<file path="config.mk">
export PLATFORM = sky130hd
export DESIGN_NAME = breath_sequencer
export DESIGN_NICKNAME = d
export VERILOG_FILES = /design/src/rtl/breath_pkg.sv /design/src/rtl/breath_pwm.sv /design/src/rtl/breath_sequencer.sv
export SDC_FILE = /design/constraint.sdc
export NUM_CORES = 1
export LEC_CHECK = 0
export CAP_MARGIN = 40
export CORE_ASPECT_RATIO = 1.2
export CORE_UTILIZATION = 60
export DETAILED_ROUTE_END_ITERATION = 12
export PLACE_DENSITY = 0.76
export SYNTH_ARGS = -nofsm -noshare
export SYNTH_HDL_FRONTEND = slang
export SYNTH_SLANG_ARGS = --single-unit
</file>
<file path="constraint.sdc">
create_clock -name clk_div_i -period 4.15 [get_ports clk_div_i]
set_input_delay 0.83 -clock clk_div_i [delete_from_list [all_inputs] [get_ports clk_div_i]]
set_output_delay 0.83 -clock clk_div_i [all_outputs]
set_load 0.005 [all_outputs]
</file>
<file path="src/rtl/breath_pkg.sv">
// Shared definitions for the breathing-LED sequencer: FSM encoding and
// the layout of a pattern-table entry {hold[6:3], rgb[2:0]}.
package breath_pkg;

  localparam logic [2:0] ST_IDLE      = 3'd0;
  localparam logic [2:0] ST_LOAD      = 3'd1;
  localparam logic [2:0] ST_RAMP_UP   = 3'd2;
  localparam logic [2:0] ST_HOLD      = 3'd3;
  localparam logic [2:0] ST_RAMP_DOWN = 3'd4;
  localparam logic [2:0] ST_ADVANCE   = 3'd5;

  localparam int CFG_W    = 7;
  localparam int HOLD_MSB = 6;
  localparam int HOLD_LSB = 3;
  localparam int RGB_MSB  = 2;
  localparam int RGB_LSB  = 0;

  function automatic logic [3:0] cfg_hold(input logic [CFG_W-1:0] entry);
    return entry[HOLD_MSB:HOLD_LSB];
  endfunction

  function automatic logic [2:0] cfg_rgb(input logic [CFG_W-1:0] entry);
    return entry[RGB_MSB:RGB_LSB];
  endfunction

endpackage

</file>
<file path="src/rtl/breath_pwm.sv">
// Free-running PWM counter and comparator gating the active colour.
// Inputs are the sequencer's next-cycle values so rgb_o lines up with level_o.
module breath_pwm #(
  parameter int PWM_BITS = 8
) (
  input  logic                clk_i,
  input  logic                rst_n_i,
  input  logic [PWM_BITS-1:0] level_i,
  input  logic [2:0]          rgb_i,
  output logic [2:0]          rgb_o
);

  logic [PWM_BITS-1:0] r_cnt;
  logic [PWM_BITS-1:0] w_cnt_nxt;
  logic [2:0]          r_rgb_o;

  assign w_cnt_nxt = r_cnt + PWM_BITS'(1);

  // counter advance and registered compare against the post-edge count
  always_ff @(posedge clk_i) begin
    if (!rst_n_i) begin
      r_cnt   <= {PWM_BITS{1'b0}};
      r_rgb_o <= 3'b000;
    end else begin
      r_cnt   <= w_cnt_nxt;
      r_rgb_o <= rgb_i & {3{w_cnt_nxt < level_i}};
    end
  end

  assign rgb_o = r_rgb_o;

endmodule

</file>
<file path="src/rtl/breath_sequencer.sv">
// Breathing-LED pattern sequencer: walks a small table of {hold, rgb} entries,
// ramping brightness up, holding, and ramping down for each entry.
module breath_sequencer
  import breath_pkg::*;
#(
  parameter int STEP_TICKS = 61035,
  parameter int PWM_BITS   = 8,
  parameter int NUM_STEPS  = 8,
  localparam int STEP_W    = (NUM_STEPS > 1) ? $clog2(NUM_STEPS) : 1
) (
  input  logic                clk_div_i,
  input  logic                rst_n_i,
  input  logic                start_i,
  input  logic                stop_i,
  input  logic                loop_i,
  input  logic                cfg_we_i,
  input  logic [STEP_W-1:0]   cfg_addr_i,
  input  logic [CFG_W-1:0]    cfg_data_i,
  output logic [2:0]          rgb_o,
  output logic [PWM_BITS-1:0] level_o,
  output logic [STEP_W-1:0]   step_o,
  output logic                busy_o,
  output logic                done_o
);

  localparam int PRE_W = (STEP_TICKS > 1) ? $clog2(STEP_TICKS) : 1;
  localparam logic [PWM_BITS-1:0] LVL_MAX  = {PWM_BITS{1'b1}};
  localparam logic [PWM_BITS-1:0] LVL_ZERO = {PWM_BITS{1'b0}};

  logic [CFG_W-1:0]    r_table [NUM_STEPS];
  logic [2:0]          r_state, w_state_nxt;
  logic [STEP_W-1:0]   r_step, w_step_nxt;
  logic [PWM_BITS-1:0] r_level, w_level_nxt, w_lvl_inc, w_lvl_dec;
  logic [2:0]          r_rgb, w_rgb_nxt;
  logic [3:0]          r_hold, w_hold_nxt, r_hold_left, w_hold_left_nxt;
  logic [PRE_W-1:0]    r_presc;
  logic                w_tick, w_done_nxt;
  logic                r_busy, r_done;

  assign w_tick    = (r_presc == PRE_W'(STEP_TICKS - 1));
  assign w_lvl_inc = (r_level == LVL_MAX)  ? LVL_MAX  : r_level + PWM_BITS'(1);
  assign w_lvl_dec = (r_level == LVL_ZERO) ? LVL_ZERO : r_level - PWM_BITS'(1);

  // next-state, level and active-entry decode; stop overrides everything
  always_comb begin
    w_state_nxt     = r_state;
    w_step_nxt      = r_step;
    w_level_nxt     = r_level;
    w_rgb_nxt       = r_rgb;
    w_hold_nxt      = r_hold;
    w_hold_left_nxt = r_hold_left;
    w_done_nxt      = 1'b0;
    if (stop_i && (r_state != ST_IDLE)) begin
      w_state_nxt = ST_IDLE;
      w_level_nxt = LVL_ZERO;
      w_done_nxt  = 1'b1;
    end else begin
      case (r_state)
        ST_IDLE: begin
          if (start_i) begin
            w_state_nxt = ST_LOAD;
            w_step_nxt  = {STEP_W{1'b0}};
          end else begin
            w_state_nxt = ST_IDLE;
          end
        end
        ST_LOAD: begin
          w_rgb_nxt  = cfg_rgb(r_table[r_step]);
          w_hold_nxt = cfg_hold(r_table[r_step]);
          if (cfg_rgb(r_table[r_step]) == 3'b000) begin
            w_state_nxt = ST_IDLE;
            w_done_nxt  = 1'b1;
          end else begin
            w_state_nxt = ST_RAMP_UP;
          end
        end
        ST_RAMP_UP: begin
          if (w_tick) begin
            w_level_nxt     = w_lvl_inc;
            w_hold_left_nxt = r_hold;
            if (w_lvl_inc == LVL_MAX) begin
              w_state_nxt = (r_hold == 4'd0) ? ST_RAMP_DOWN : ST_HOLD;
            end else begin
              w_state_nxt = ST_RAMP_UP;
            end
          end else begin
            w_state_nxt = ST_RAMP_UP;
          end
        end
        ST_HOLD: begin
          if (w_tick) begin
            w_hold_left_nxt = r_hold_left - 4'd1;
            w_state_nxt     = (r_hold_left == 4'd1) ? ST_RAMP_DOWN : ST_HOLD;
          end else begin
            w_state_nxt = ST_HOLD;
          end
        end
        ST_RAMP_DOWN: begin
          if (w_tick) begin
            w_level_nxt = w_lvl_dec;
            w_state_nxt = (w_lvl_dec == LVL_ZERO) ? ST_ADVANCE : ST_RAMP_DOWN;
          end else begin
            w_state_nxt = ST_RAMP_DOWN;
          end
        end
        ST_ADVANCE: begin
          if (r_step == STEP_W'(NUM_STEPS - 1)) begin
            if (loop_i) begin
              w_step_nxt  = {STEP_W{1'b0}};
              w_state_nxt = ST_LOAD;
            end else begin
              w_state_nxt = ST_IDLE;
              w_done_nxt  = 1'b1;
            end
          end else begin
            w_step_nxt  = r_step + STEP_W'(1);
            w_state_nxt = ST_LOAD;
          end
        end
        default: begin
          w_state_nxt = ST_IDLE;
          w_level_nxt = LVL_ZERO;
        end
      endcase
    end
  end

  // sequencer state registers
  always_ff @(posedge clk_div_i) begin
    if (!rst_n_i) begin
      r_state     <= ST_IDLE;
      r_step      <= {STEP_W{1'b0}};
      r_level     <= LVL_ZERO;
      r_rgb       <= 3'b000;
      r_hold      <= 4'd0;
      r_hold_left <= 4'd0;
      r_busy      <= 1'b0;
      r_done      <= 1'b0;
    end else begin
      r_state     <= w_state_nxt;
      r_step      <= w_step_nxt;
      r_level     <= w_level_nxt;
      r_rgb       <= w_rgb_nxt;
      r_hold      <= w_hold_nxt;
      r_hold_left <= w_hold_left_nxt;
      r_busy      <= (w_state_nxt != ST_IDLE);
      r_done      <= w_done_nxt;
    end
  end

  // tick prescaler, restarted on every state entry and parked in IDLE
  always_ff @(posedge clk_div_i) begin
    if (!rst_n_i) begin
      r_presc <= {PRE_W{1'b0}};
    end else if ((r_state == ST_IDLE) || (w_state_nxt != r_state) || w_tick) begin
      r_presc <= {PRE_W{1'b0}};
    end else begin
      r_presc <= r_presc + PRE_W'(1);
    end
  end

  // pattern table; the active entry only picks up edits at its next LOAD
  always_ff @(posedge clk_div_i) begin
    if (!rst_n_i) begin
      for (int i = 0; i < NUM_STEPS; i++) begin
        r_table[i] <= {CFG_W{1'b0}};
      end
    end else if (cfg_we_i) begin
      r_table[cfg_addr_i] <= cfg_data_i;
    end else begin
      r_table[cfg_addr_i] <= r_table[cfg_addr_i];
    end
  end

  breath_pwm #(
    .PWM_BITS (PWM_BITS)
  ) u_pwm (
    .clk_i   (clk_div_i),
    .rst_n_i (rst_n_i),
    .level_i (w_level_nxt),
    .rgb_i   (w_rgb_nxt),
    .rgb_o   (rgb_o)
  );

  assign level_o = r_level;
  assign step_o  = r_step;
  assign busy_o  = r_busy;
  assign done_o  = r_done;

endmodule

</file>
==> impl_metrics.sql <==
INSERT INTO impl_metrics (metric_group, metric, value, unit) VALUES
('outcome', 'status', 'completed', ''),
('critical_path', 'path_cells', 'inv_1 > ha_1 > or4b_4 > o41a_1 > a21oi_1 > a31oi_1 > or3_1 > o211ai_1 > ha_1 > a21o_1 > a21o_1 > a221oi_2 > nand2_1 > nor2_1', ''),
('clocking', 'worst_skew_pair_later_pin_latency', '0.51', 'ns'),
('die', 'start_util', '62.82', '%'),
('synth', 'yosys_warn_count', '0', ''),
('critical_path', 'worstSetupStartpoint', 'level_o[0]$_SDFF_PN0_', ''),
('grt', 'globalRoute.totalOverflow', '0', ''),
('sta', 'report.final.setup_viol', '0', ''),
('synth', 'synth_sequential_area_ratio', '48.72', '%'),
('sta', 'grt_setup_unrepaired', 'false', ''),
('sta', 'max_slew_margin', '46.19', '%'),
('drt', 'first_iter_violations', '250', ''),
('drt', 'drt_pre_antenna_iters', '4', ''),
('die', 'die_width', '91.71', 'um'),
('sta', 'timing.final.crit_share', '92.06', '%'),
('synth', 'synth_top_cells_by_area', 'sky130_fd_sc_hd__edfxtp_1 29%, sky130_fd_sc_hd__dfxtp_1 20%, sky130_fd_sc_hd__and2_1 6.9%', ''),
('critical_path', 'start_kind', 'flop', ''),
('critical_path', 'critical_path.max_stage_delay', '0.51', 'ns'),
('place', 'placement.cell_area', '6265', 'um2'),
('drt', 'postRouteWirelength', '13510', 'um'),
('drt', 'num_vias', '4482', ''),
('synth', 'top_area_cell_type_share_of_the_netlist_area', '29.02', '%'),
('die', 'floorplan.io_pins', '32', ''),
('clocking', 'sinks_on_the_clock_net', '113', ''),
('grt', 'antenna_found_initial', '0', ''),
('synth', 'post_synth.cell_area_avg', '10.26', 'um2'),
('synth', 'post-synth-top-area-cell', 'sky130_fd_sc_hd__edfxtp_1', ''),
('cells_and_area', 'synthToLayoutAreaGrowth', '18.16', '%'),
('pwr', 'p_per_cell_area', '406.7', 'nW/um2'),
('critical_path', 'worst-setup-path-type', 'flop to flop', ''),
('grt', 'grt_max_degree', '21', ''),
('cells_and_area', 'final_layout_size_suffix_gt1_share', '10.70', '%'),
('place', 'globalplace.congestion', '0.9044', ''),
('synth', 'commonest_cells_in_the_synthesized_netlist', '64 x sky130_fd_sc_hd__and2_1, 63 x sky130_fd_sc_hd__nor2_1, 57 x sky130_fd_sc_hd__dfxtp_1, 56 x sky130_fd_sc_hd__edfxtp_1, 33 x sky130_fd_sc_hd__nand2_1', ''),
('pwr', 'total_power', '2785', 'uW'),
('critical_path', 'regToRegSetupSlack', '0.33', 'ns'),
('hold_path', 'hp-class', 'flop to flop', ''),
('sta', 'achievable-frequency', '261.8', 'MHz'),
('critical_path', 'critPathSlowestCell', 'sky130_fd_sc_hd__or4b_4', ''),
('die', 'fp.dieArea', '10060', 'um2'),
('critical_path', 'rr_startpoint', 'level_o[0]$_SDFF_PN0_', ''),
('clocking', 'h-tree-depth', '4', ''),
('synth', 'yosysMostFrequentCell', 'sky130_fd_sc_hd__and2_1', ''),
('critical_path', 'worst_reg2reg_path_depth', '14', ''),
('synth', 'synthFlopType', 'sky130_fd_sc_hd__dfxtp_1', ''),
('sta', 'timing.final.crit_period', '3.820', 'ns'),
('synth', 'distinct_cell_type_count_after_synthesis', '58', ''),
('clocking', 'cts_max_path_bufs', '2', ''),
('die', 'dieHeight', '109.7', 'um'),
('critical_path', 'cp_max_fo', '9', ''),
('critical_path', 'crit_required', '4.57', 'ns'),
('sta', 'timing_worst_slew_pin_value', '0.8010', 'ns'),
('synth', 'cell_count_after_synthesis', '565', ''),
('critical_path', 'critPathCapture', 'u_pwm.rgb_o[2]$_SDFF_PN0_', ''),
('synth', 'ys_seq_elements', '113', ''),
('job', 'cap_viol_max_count', '0', ''),
('clocking', 'postCtsSetupBuffers', '0', ''),
('cells_and_area', 'filler_cell_count', '666', ''),
('critical_path', 'cp-end-kind', 'flop', ''),
('clocking', 'cts_buffers', '17', ''),
('clocking', 'postCtsHoldBufs', '0', ''),
('place', 'portBuffers', '31', ''),
('grt', 'first_global_vias', '4361', ''),
('sta', 'timing.final.max_slew_violations', '0', ''),
('drt', 'avg_wl_per_cell', '18.34', 'um'),
('synth', 'mappedNetlistArea', '5794', 'um2'),
('synth', 'synth_edf_count', '56', ''),
('die', 'floorplan.rows', '38', ''),
('drt', 'detail_route.vias_per_cell', '6.081', ''),
('pwr', 'ir_worst_vdd', '330.1', 'uV'),
('grt', 'gr-usage-all-layers', '28.81', '%');
-- worst max-delay path: cells and delay by family (launching register included) --
family                   cells  cell delay, ns
AO/OA/AOI/OAI                7            1.41
adder cells (fa/ha/maj)      2            0.56
buffers and inverters        1            0.17
flip-flops                   1            0.38
AND/OR/NAND/NOR              4            1.21
-- routing by layer --
layer  share of wire (%)  global-route usage [%]  up-vias
met5                   0                       0        -
met4                 3.5                   15.51        0
met3                 5.2                   6.432       36
met2                  52                   51.72      152
met1                  40                   32.05     2163
li1                    -                       -     2131
-- final cells by class --
type,count,area [um2],share of cell area (%)
timing repair buffer,48,432.9,6.323
clock buffer,24,501.7,7.328
multi-input combinational,410,2813,41.08
inverter,14,52.55,0.7675
tap,120,150.1,2.193
sequential,113,2823,41.23
clock inverter,8,73.82,1.078
-- flip-flops by register name, indices dropped and copies added, names as in the netlist, named ones only --
name         count
r_hold           4
u_pwm.r_cnt      8
busy_o           1
level_o          8
r_table         56
r_presc         16
r_rgb            3
done_o           1
step_o           3
r_hold_left      4
u_pwm.rgb_o      3
r_state          3
-- report_power, final --
group	switching, uW	internal (uW)
Sequential	24.7	1220
Clock	481	890
Combinational	98.6	71.0
Total	605	2180
-- cells in the final DEF (no fill, tap or decap), types with 5 or more instances in the layout --
cell type	Yosys	final
sky130_fd_sc_hd__and2_1	64	64
sky130_fd_sc_hd__a31oi_1	7	7
sky130_fd_sc_hd__xor2_1	12	12
sky130_fd_sc_hd__edfxtp_1	56	56
sky130_fd_sc_hd__mux2i_1	11	11
sky130_fd_sc_hd__nand3_1	27	27
sky130_fd_sc_hd__o21ai_0	16	16
sky130_fd_sc_hd__clkbuf_8	0	5
sky130_fd_sc_hd__nor3_1	13	13
sky130_fd_sc_hd__a211oi_1	9	9
sky130_fd_sc_hd__mux4_2	14	14
sky130_fd_sc_hd__dfxtp_1	57	57
sky130_fd_sc_hd__xnor2_1	12	12
sky130_fd_sc_hd__nand2_1	33	33
sky130_fd_sc_hd__a21oi_1	19	19
sky130_fd_sc_hd__inv_1	12	12
sky130_fd_sc_hd__nor2_1	63	63
sky130_fd_sc_hd__and3_1	8	8
sky130_fd_sc_hd__ha_1	16	16
sky130_fd_sc_hd__nand4_1	6	6
sky130_fd_sc_hd__buf_4	1	15
sky130_fd_sc_hd__clkdlybuf4s50_1	0	31
sky130_fd_sc_hd__clkbuf_16	0	17
sky130_fd_sc_hd__nand2b_1	12	12
-- worst min path at each step --
| stage | startpoint | to | slack, ns | cells past startpoint |
|---|---|---|---|---|
| 3_3_place_gp | r_presc[0]$_SDFF_PP0_ | r_presc[0]$_SDFF_PP0_ | 0.45 | 1 |
| 4_1_cts | r_presc[0]$_SDFF_PP0_ | r_presc[0]$_SDFF_PP0_ | 0.49 | 1 |
| 5_1_grt | r_presc[0]$_SDFF_PP0_ | r_presc[0]$_SDFF_PP0_ | 0.51 | 1 |
| 3_5_place_dp | r_presc[0]$_SDFF_PP0_ | r_presc[0]$_SDFF_PP0_ | 0.48 | 1 |
| 6_report | r_presc[0]$_SDFF_PP0_ | r_presc[0]$_SDFF_PP0_ | 0.48 | 1 |
| 2_1_floorplan | u_pwm.r_cnt[0]$_SDFF_PN0_ | u_pwm.r_cnt[0]$_SDFF_PN0_ | 0.44 | 1 |
-- stage by stage --
| stage | hold slack, ns | util, % | std cells | setup slack, ns |
|---|---|---|---|---|
| after floorplan | 0.4371 | - | 565 | 0.7427 |
| after CTS | 0.4873 | 74.16 | 737 | 0.2823 |
| final | 0.4795 | 74.23 | 737 | 0.3297 |
| after detailed placement | 0.4752 | 67.92 | 705 | 0.3790 |
| after global routing | 0.5071 | 74.23 | 737 | 0.1290 |
| after global placement | 0.4513 | 67.81 | 703 | 0.5245 |
-- cells by family after synthesis --
group	count (synthesis)	share of synthesized area, %
xor+xnor	24	3.628
mux	25	7.342
flops	113	48.72
simple gates	254	23.17
compound gates	90	10.56
fa+ha+maj	17	3.628
buf+inv	42	2.958
Power figures use the tool's default switching activity.
